--- src/rtl/mult_seq32_pkg.sv ---
// Shared types and constants for the sequential 32x32 multiplier.
package mult_seq32_pkg;

   typedef enum logic [1:0] {
      IDLE = 2'd0,
      RUN  = 2'd1,
      DONE = 2'd2
   } state_t;

   localparam int MUL_CYCLES = 32;
   localparam logic [5:0] LAST_ITER = 6'(MUL_CYCLES - 1);

endpackage

--- src/rtl/mult_seq32_adder32.sv ---
// Ripple-carry adder used by the shift-add multiplier datapath.
module mult_seq32_adder32 #(
   parameter int W = 32
) (
   input  logic [W-1:0] a,
   input  logic [W-1:0] b,
   input  logic         cin,
   output logic [W-1:0] sum,
   output logic         cout
);

   logic c;

   always_comb begin
      c = cin;
      sum = '0;
      for (int i = 0; i < W; i++) begin
         sum[i] = a[i] ^ b[i] ^ c;
         c = (a[i] & b[i]) | (c & (a[i] ^ b[i]));
      end
      cout = c;
   end

endmodule

--- src/rtl/mult_seq32.sv ---
// Sequential shift-add unsigned multiplier, one partial product per cycle.
module mult_seq32
   import mult_seq32_pkg::*;
#(
   parameter int WIDTH = 32
) (
   input  logic               Clk,
   input  logic               Reset,
   input  logic               Start,
   input  logic [WIDTH-1:0]   DataA,
   input  logic [WIDTH-1:0]   DataB,
   output logic               Busy,
   output logic               Done,
   output logic [2*WIDTH-1:0] Product,
   output logic               HiNonZero
);

   state_t           state;
   logic [5:0]       cnt;
   logic [WIDTH-1:0] mcand;
   logic [WIDTH-1:0] acc_hi;
   logic [WIDTH-1:0] acc_lo;
   logic [WIDTH-1:0] addend;
   logic [WIDTH-1:0] radd;
   logic             carry;
   logic [WIDTH-1:0] nxt_hi;
   logic [WIDTH-1:0] nxt_lo;

   assign addend = acc_lo[0] ? mcand : '0;

   mult_seq32_adder32 #(
      .W(WIDTH)
   ) u_add (
      .a    (acc_hi),
      .b    (addend),
      .cin  (1'b0),
      .sum  (radd),
      .cout (carry)
   );

   // Shift the 65-bit {carry, sum, acc_lo} right by one.
   assign nxt_hi = {carry, radd[WIDTH-1:1]};
   assign nxt_lo = {radd[0], acc_lo[WIDTH-1:1]};

   always_ff @(posedge Clk or posedge Reset) begin
      if (Reset) begin
         state     <= IDLE;
         cnt       <= '0;
         mcand     <= '0;
         acc_hi    <= '0;
         acc_lo    <= '0;
         Busy      <= 1'b0;
         Done      <= 1'b0;
         Product   <= '0;
         HiNonZero <= 1'b0;
      end else begin
         Done <= 1'b0;
         unique case (state)
            IDLE: begin
               if (Start) begin
                  mcand  <= DataA;
                  acc_hi <= '0;
                  acc_lo <= DataB;
                  cnt    <= '0;
                  Busy   <= 1'b1;
                  state  <= RUN;
               end
            end
            RUN: begin
               acc_hi <= nxt_hi;
               acc_lo <= nxt_lo;
               cnt    <= cnt + 6'd1;
               if (cnt == LAST_ITER) begin
                  Product   <= {nxt_hi, nxt_lo};
                  HiNonZero <= |nxt_hi;
                  Done      <= 1'b1;
                  state     <= DONE;
               end
            end
            DONE: begin
               Busy  <= 1'b0;
               state <= IDLE;
            end
            default: begin
               Busy  <= 1'b0;
               state <= IDLE;
            end
         endcase
      end
   end

endmodule

--- config.mk ---
export PLATFORM = sky130hd
export DESIGN_NAME = mult_seq32
export DESIGN_NICKNAME = d
export VERILOG_FILES = /design/src/rtl/mult_seq32_pkg.sv /design/src/rtl/mult_seq32_adder32.sv /design/src/rtl/mult_seq32.sv
export SDC_FILE = /design/constraint.sdc
export NUM_CORES = 1
export LEC_CHECK = 0
export ABC_AREA = 0
export CAP_MARGIN = 5
export CORE_UTILIZATION = 57
export CTS_CLUSTER_DIAMETER = 150
export DETAILED_ROUTE_END_ITERATION = 12
export PLACE_DENSITY = 0.91
export SETUP_SLACK_MARGIN = 0.2
export SKIP_LAST_GASP = 1
export SYNTH_ARGS = -nofsm -noshare
export SYNTH_HDL_FRONTEND = slang
export SYNTH_HIERARCHICAL = 1
export SYNTH_SLANG_ARGS = --single-unit
--- constraint.sdc ---
create_clock -name Clk -period 23.9 [get_ports Clk]
set_input_delay 3.585 -clock Clk [delete_from_list [all_inputs] [get_ports Clk]]
set_output_delay 3.585 -clock Clk [all_outputs]
set_load 0.01 [all_outputs]
==> impl_metrics.tcl, run 1 <==
set metrics [dict create \
    drt_first_iter_violations 424 \
    timing.final.setup_violations 0 \
    run_status "completed" \
    min-delay-start "mcand[25]" \
    min_period_ns 14.52 \
    cts_buffer_depth 2 \
    synth_area_leader_cell "dfrtp_1" \
    multiInputGateArea_um2 3080 \
    rsz0062_at_grt "no" \
    detailedRoute.firstPassIterationCount 5 \
    min-delay-path-class "reg2reg" \
    worst_skew_pair.late_latency_ns 0.43 \
    cts_sinks 171 \
    routed_wl_mm 17.7 \
    final-hold-violation-count 0 \
    combPwrFrac_pct 39.5 \
    grt_pass1_vias 5869 \
    route.detailed.vias_per_inst 5.62 \
    remaining_drc_errors 0 \
    power.share.clock_pct 20.3 \
    root_buffer "clkbuf_16" \
    timing.setup.critical_path_class "reg2reg" \
    floorplan.core_area_um2 12800 \
    total_switching_power_mw 0.450 \
    postSynth.topFlopCell "dfrtp_1" \
    worst-endpoint-arrival_ns 14.87 \
    synthesis.yosys.warnings 6 \
    max-vdd-ir-drop_v 0.0000625 \
    max_cap_viol_count 0 \
    clk_pin_slew_worst_paths_ns 0.06 \
    number_of_clock_buffers_inserted_by_tritoncts 17 \
    antenna_cells 0 \
    synth.cell_area_um2 7570 \
    fp-row-count 41 \
    fillCellCount 821 \
    grt_overflow 0 \
    grt_max_degree 102 \
    post_synth_and_or_nand_nor_area_fraction_pct 16.1 \
    main_combinational_cell_family_by_area_after_synthesis "simple AND/OR/NAND/NOR gates" \
    die-height_um 117 \
    synth.mux.area_fraction_pct 9.52 \
    layout_setup_ws_ns 9.38 \
    powerDensity_nw_per_um2 134 \
    die_x_um 117 \
    critPathMostFrequentCell "fa_1" \
    synthTopCellsByArea "dfrtp_1, nand2_1, fa_1" \
    period_utilization_post_route_pct 60.7 \
    syn_inst 684 \
    grt.total_usage_pct 28.4 \
    post_drt_wl_per_cell_um 18.0 \
    finalSetupTns_ns 0 \
    yosys.area_share.xor_xnor_pct 0 \
    register_area_um2 4280 \
    worst-endpoint-required_ns 24.25 \
    cts_post_setup_buffers_inserted 0 \
    synth-seq-area-share_pct 56.5 \
    io_pins 134 \
    antenna_found_initial 0 \
    maxSlewHeadroom_pct 31.6 \
    start_kind "flop" \
    crit_path_largest_cell_delay_ns 0.69 \
    clock_tree.htree_level_count 4 \
    cts_hold_buf 0 \
    drt.antenna.violating_nets 0 \
    synth_compound_gate_area_share_pct 6.13 \
    cp_max_delay_cell "dfrtp_1" \
    grt_pass1_wl_mm 28.9 \
    syn_nets 784 \
    power.static_leakage_nw 4.32 \
    post_synth_num_cell_types 29 \
    worstPathMaxFanout 33 \
    avgSynthCellArea_um2 11.1 \
    worstSetupStartpoint "acc_lo[0]" \
    max_slew.worst_pin.slew_ns 1.03 \
    detailedPlace.worstSlack_ns 9.72 \
    ctsResizeCount 0 \
    design.final.nets 906 \
    dp_hpwl_mm 11.7 \
    cell_internal_pwr_mw 0.827 \
    timing.final.max_slew_violations 0 \
    dr_total_vias 5549 \
    switching_share_pct 35.3 \
    seq_power_share_pct 40.3 \
    timing.clock.skew_ns 0.00855 \
    maxClockFrequency_mhz 68.9 \
    post_route_cells_drive_above_1_share_pct 7.24 \
    synth_largest_type_area_fraction_pct 56.5 \
    postSynthRegisterBits 171 \
    port_buffers 133 \
    area_delta_synth_final_pct 26.3 \
    design.die.area_um2 13700 \
    critical_path.reg2reg.startpoint "acc_lo[0]" \
    cts_tree "done" \
    yosys.area_share.adder_pct 8.63 \
    gpl.final_weighted_congestion 0.806 \
    edff_count_synth 0 \
    initial_core_util_pct 59.3 \
    critical_path_capture_point_type "flop" \
    async_reset_ff_share_pct 100 \
]
power groups by stage:
stage                     registers (mW)  clock network, mW  logic [mW]
after CTS                          0.515              0.261       0.504
final                              0.514              0.259       0.504
after global placement             0.506                  0       0.464
after detailed placement           0.517                  0       0.495
after global routing               0.533              0.273       0.555
after floorplan                    0.514                  0       0.264
metrics by stage:
stage | std cells | hold slack, ns | cell area, um2 | util (%) | power (mW)
2_1_floorplan | 684 | 0.437 | 7570 | - | 0.778
3_3_place_gp | 959 | 0.451 | 9020 | 70.6 | 0.969
3_5_place_dp | 959 | 0.461 | 9020 | 70.6 | 1.01
4_1_cts | 987 | 0.474 | 9560 | 74.9 | 1.28
5_1_grt | 987 | 0.502 | 9560 | 74.9 | 1.36
6_report | 987 | 0.473 | 9560 | 74.9 | 1.28
cells in the mapped netlist (2+ instances only):
library cell and n:
fa_1 32, nor2_1 8, nor3_1 2, buf_1 2, and2_1 32, dfrtp_1 171, nand2_1 229, buf_6 3
inv_1 12, nand2b_1 2, nor4_1 8, mux2_2 22, mux2_1 42, o21ai_0 39, a22oi_1 31, a21oi_1 3
nand4_1 3, buf_2 14, nand3_1 2, clkbuf_1 18
state kept, by name, summed over array words and instances (netlist names):
signal / cells
Busy: 1
acc_hi: 32
Done: 1
HiNonZero: 1
mcand: 32
acc_lo: 32
state: 2
Product: 64
cnt: 6
kinds of logic after synthesis:
| logic type | count (synthesis) |
|---|---|
| flops | 171 |
| other cells | 1 |
| mux | 64 |
| compound gates | 76 |
| simple gates | 289 |
| fa+ha+maj | 33 |
| buf+inv | 50 |
worst paths after layout:
check | endpoint | slack (ns) | cells past startpoint
worst max-delay path | HiNonZero | 9.38 | 41
worst min-delay path | mcand[25] | 0.47 | 2
worst max register to register | HiNonZero | 9.38 | 41
worst min register to register | mcand[25] | 0.47 | 2
max in group asynchronous | cnt[5] | 18.73 | 3
min in group asynchronous | Product[0] | 3.74 | 2
metal layers:
| layer | wire length, um | vias up | track usage, % | share of wire, % |
|---|---|---|---|---|
| met5 | 0 | - | 0 | 0 |
| met4 | 461 | 0 | 13.2 | 2.6 |
| met3 | 1230 | 41 | 6.54 | 6.9 |
| met2 | 9010 | 244 | 49.5 | 51 |
| met1 | 7030 | 2781 | 33.5 | 40 |
| li1 | - | 2483 | - | - |
final cells by class:
class	instances	share of cell area [%]
tap	172	2.25
inverter	12	0.523
sequential	171	44.7
multi-input combinational	463	32.2
timing repair buffer	141	14.5
clock inverter	2	0.366
clock buffer	26	5.32
critical path, delay by kind of cell, from the launching register on:
kind,cells,cell delay (ns)
AO/OA/AOI/OAI,1,0.13
adder cells (fa/ha/maj),32,12.72
buffers and inverters,4,0.34
flip-flops,1,0.69
AND/OR/NAND/NOR,4,0.54
placed cells by master, fill, tap and decap left out, types with 17 or more instances in the layout:
cell type / n
clkbuf_16: 17
mux2_1: 42
o21ai_0: 39
fa_1: 32
nand2_1: 229
and2_1: 32
a22oi_1: 31
dfrtp_1: 171
clkdlybuf4s50_1: 133
mux2_2: 22
Power figures use the tool's default switching activity.
==> run 2: changes to the inputs <==
--- a/config.mk
+++ b/config.mk
@@ -7,10 +7,10 @@
 export LEC_CHECK = 0
 export ABC_AREA = 0
 export CAP_MARGIN = 5
-export CORE_UTILIZATION = 57
+export CORE_UTILIZATION = 48
 export CTS_CLUSTER_DIAMETER = 150
 export DETAILED_ROUTE_END_ITERATION = 12
-export PLACE_DENSITY = 0.91
+export PLACE_DENSITY = 0.83
 export SETUP_SLACK_MARGIN = 0.2
 export SKIP_LAST_GASP = 1
 export SYNTH_ARGS = -nofsm -noshare
==> constraint.sdc (replaced) <==
create_clock -name Clk -period 12.3 [get_ports Clk]
set_input_delay 1.845 -clock Clk [delete_from_list [all_inputs] [get_ports Clk]]
set_output_delay 1.845 -clock Clk [all_outputs]
set_load 0.01 [all_outputs]
==> run 2 against run 1 <==
- first-iteration DRC count decreased by 13%
- core utilization decreased by 11 points
- global-route usage decreased by 5.7 points
- sequential cell count unchanged
- clock skew decreased by 0.00053 ns
- final cell count increased by 4.8%
- routed wire length decreased by 3.7%
- clock power increased by 110%
- combinational power increased by 100%
- non-clock buffer count increased by 4
- sequential power increased by 91%
- clock-buffer cell count decreased by 7
- critical path type unchanged
- critical endpoint unchanged
- largest power group is now combinational cells
- highest routed layer unchanged
==> impl_metrics.tcl, run 2 (synthesis gave the netlist of run 1 again) <==
set metrics [dict create \
    largest_register_ffs 64 \
    grt_max_degree 123 \
    detailedRoute.firstPassIterationCount 4 \
    worst_r2r_path_depth 41 \
    rsz0062_at_grt "yes" \
    holdPathStages 2 \
    place_inst 1002 \
    critPathMostFrequentCell "fa_2" \
    clk_pin_slew_worst_paths_ns 0.07 \
    timing.final.max_slew_violations 0 \
    grt.total_usage_pct 22.8 \
    min-delay-path-class "reg2reg" \
    post_drt_wl_per_cell_um 16.5 \
    routed_wl_mm 17.1 \
    timing.final.setup_violations 0 \
    power.static_leakage_nw 4.30 \
    critical_path_capture_point_type "flop" \
    whs_ns 0.469 \
    final_area_um2 9780 \
    area_delta_synth_final_pct 29.1 \
    period_utilization_post_route_pct 99.7 \
    grt_pass1_wl_mm 28.3 \
    grt_pass1_vias 5545 \
    final-hold-violation-count 0 \
    cts_buffer_depth 2 \
    placement.cell_area_um2 9160 \
    io_pins 134 \
    clock_tree.htree_level_count 4 \
    fp-row-count 45 \
    cts_sinks 171 \
    run_status "completed" \
    route.detailed.vias_per_inst 5.19 \
    register_area_um2 4280 \
    grt_overflow 0 \
    port_buffers 133 \
    remaining_drc_errors 0 \
    gpl.final_weighted_congestion 0.765 \
    cts_tree "done" \
    crit_path_largest_cell_delay_ns 0.42 \
    fillCellCount 1204 \
    design.final.nets 910 \
    design.die.area_um2 16300 \
    start_kind "flop" \
    worst-endpoint-required_ns 12.65 \
    worst-endpoint-arrival_ns 12.62 \
    dp_hpwl_mm 11.1 \
    worst_skew_pair.late_latency_ns 0.43 \
    timing.setup.critical_path_class "reg2reg" \
    antenna_found_initial 0 \
    dr_total_vias 5363 \
    number_of_clock_buffers_inserted_by_tritoncts 17 \
    maxSlewHeadroom_pct 28.7 \
    powerDensity_nw_per_um2 259 \
    post_route_cells_drive_above_1_share_pct 13.0 \
    min_period_ns 12.26 \
    initial_core_util_pct 49.4 \
    postLayoutCoreUtil_pct 63.9 \
    count_of_non_filler_cells_in_the_finished_layout 1034 \
    drt.antenna.violating_nets 0 \
    floorplan.core_area_um2 15300 \
    die-height_um 128 \
    root_buffer "clkbuf_16" \
    multiInputGateArea_um2 3170 \
    layout_common_cells "nand2_1, dfrtp_1, clkdlybuf4s50_1, mux2_1, o21ai_0" \
    die_x_um 128 \
    cts_post_setup_buffers_inserted 0 \
    timing.clock.skew_ns 0.00802 \
    antenna_cells 0 \
    max_cap_viol_count 0 \
    top_register "Product" \
    cp_max_delay_cell "fa_1" \
    drt_first_iter_violations 369 \
    final_common_cell "nand2_1" \
    max_slew.worst_pin.slew_ns 1.07 \
    max-vdd-ir-drop_v 0.000122 \
    maxClockFrequency_mhz 81.5 \
    worstPathMaxFanout 2 \
    power_mw 2.53 \
]
## run 2: cell count changes in the layout (fill, tap and decap cells not counted), sizes merged
| cell | before | now |
|---|---|---|
| clkinvlp | 0 | 4 |
| clkinv | 1 | 6 |
| clkbuf | 26 | 19 |
| bufinv | 1 | 2 |
| inv | 12 | 13 |
| buf | 8 | 12 |
## run 2: layer usage
layer / vias to the layer above / share of wire [%] / track usage [%]
met4: 0 / 2.0 / 8.79
met3: 28 / 6.0 / 5.19
li1: 2494 / - / -
met5: - / 0 / 0
met2: 196 / 49 / 37.2
met1: 2645 / 43 / 29.8
## run 2: metrics by stage
step                      setup TNS (ns)  setup slack [ns]
after floorplan                        0             0.206
final                                  0            0.0369
after detailed placement          -0.411            -0.184
after CTS                              0            0.0819
after global routing              -0.611            -0.271
after global placement                 0           0.00775
## run 2: final cells by class
type                    instances  area share, %
flip-flops and latches        171           43.8
multi-input cells             463           32.4
repair buffers                145           14.5
clock buffers                  19           4.63
well taps                     211           2.70
clock inverters                13           1.47
inverters                      12          0.512
## run 2: repair_timing
| item | in CTS | in global routing |
|---|---|---|
| setup endpoints to repair | 5 | 5 |
| hold buffers | 0 | 0 |
| hold endpoints to repair | 0 | 0 |
| gates resized for setup | 11 | 3 |
| pin swaps | 0 | 1 |
## run 2: path summary, 6_finish.rpt
kind	startpoint	end	slack, ns
worst max-delay path	acc_lo[0]	HiNonZero	0.04
worst min register to register	mcand[13]	mcand[13]	0.47
worst max register to register	acc_lo[0]	HiNonZero	0.04
max in group asynchronous	Reset	Product[38]	8.93
min in group asynchronous	Reset	Product[16]	2.04
worst min-delay path	mcand[13]	mcand[13]	0.47
## run 2: power by group
part	internal, mW	switching (mW)	total (mW)
sequential	0.815	0.168	0.984
combinational	0.526	0.488	1.01
clock	0.311	0.225	0.536
## run 2: worst max-delay path: cells and delay by family (launching register included)
kind | cells | cell delay [ns]
simple gates | 4 | 0.33
compound gates | 1 | 0.13
fa+ha+maj | 32 | 11.11
buf+inv | 4 | 0.25
flops | 1 | 0.38
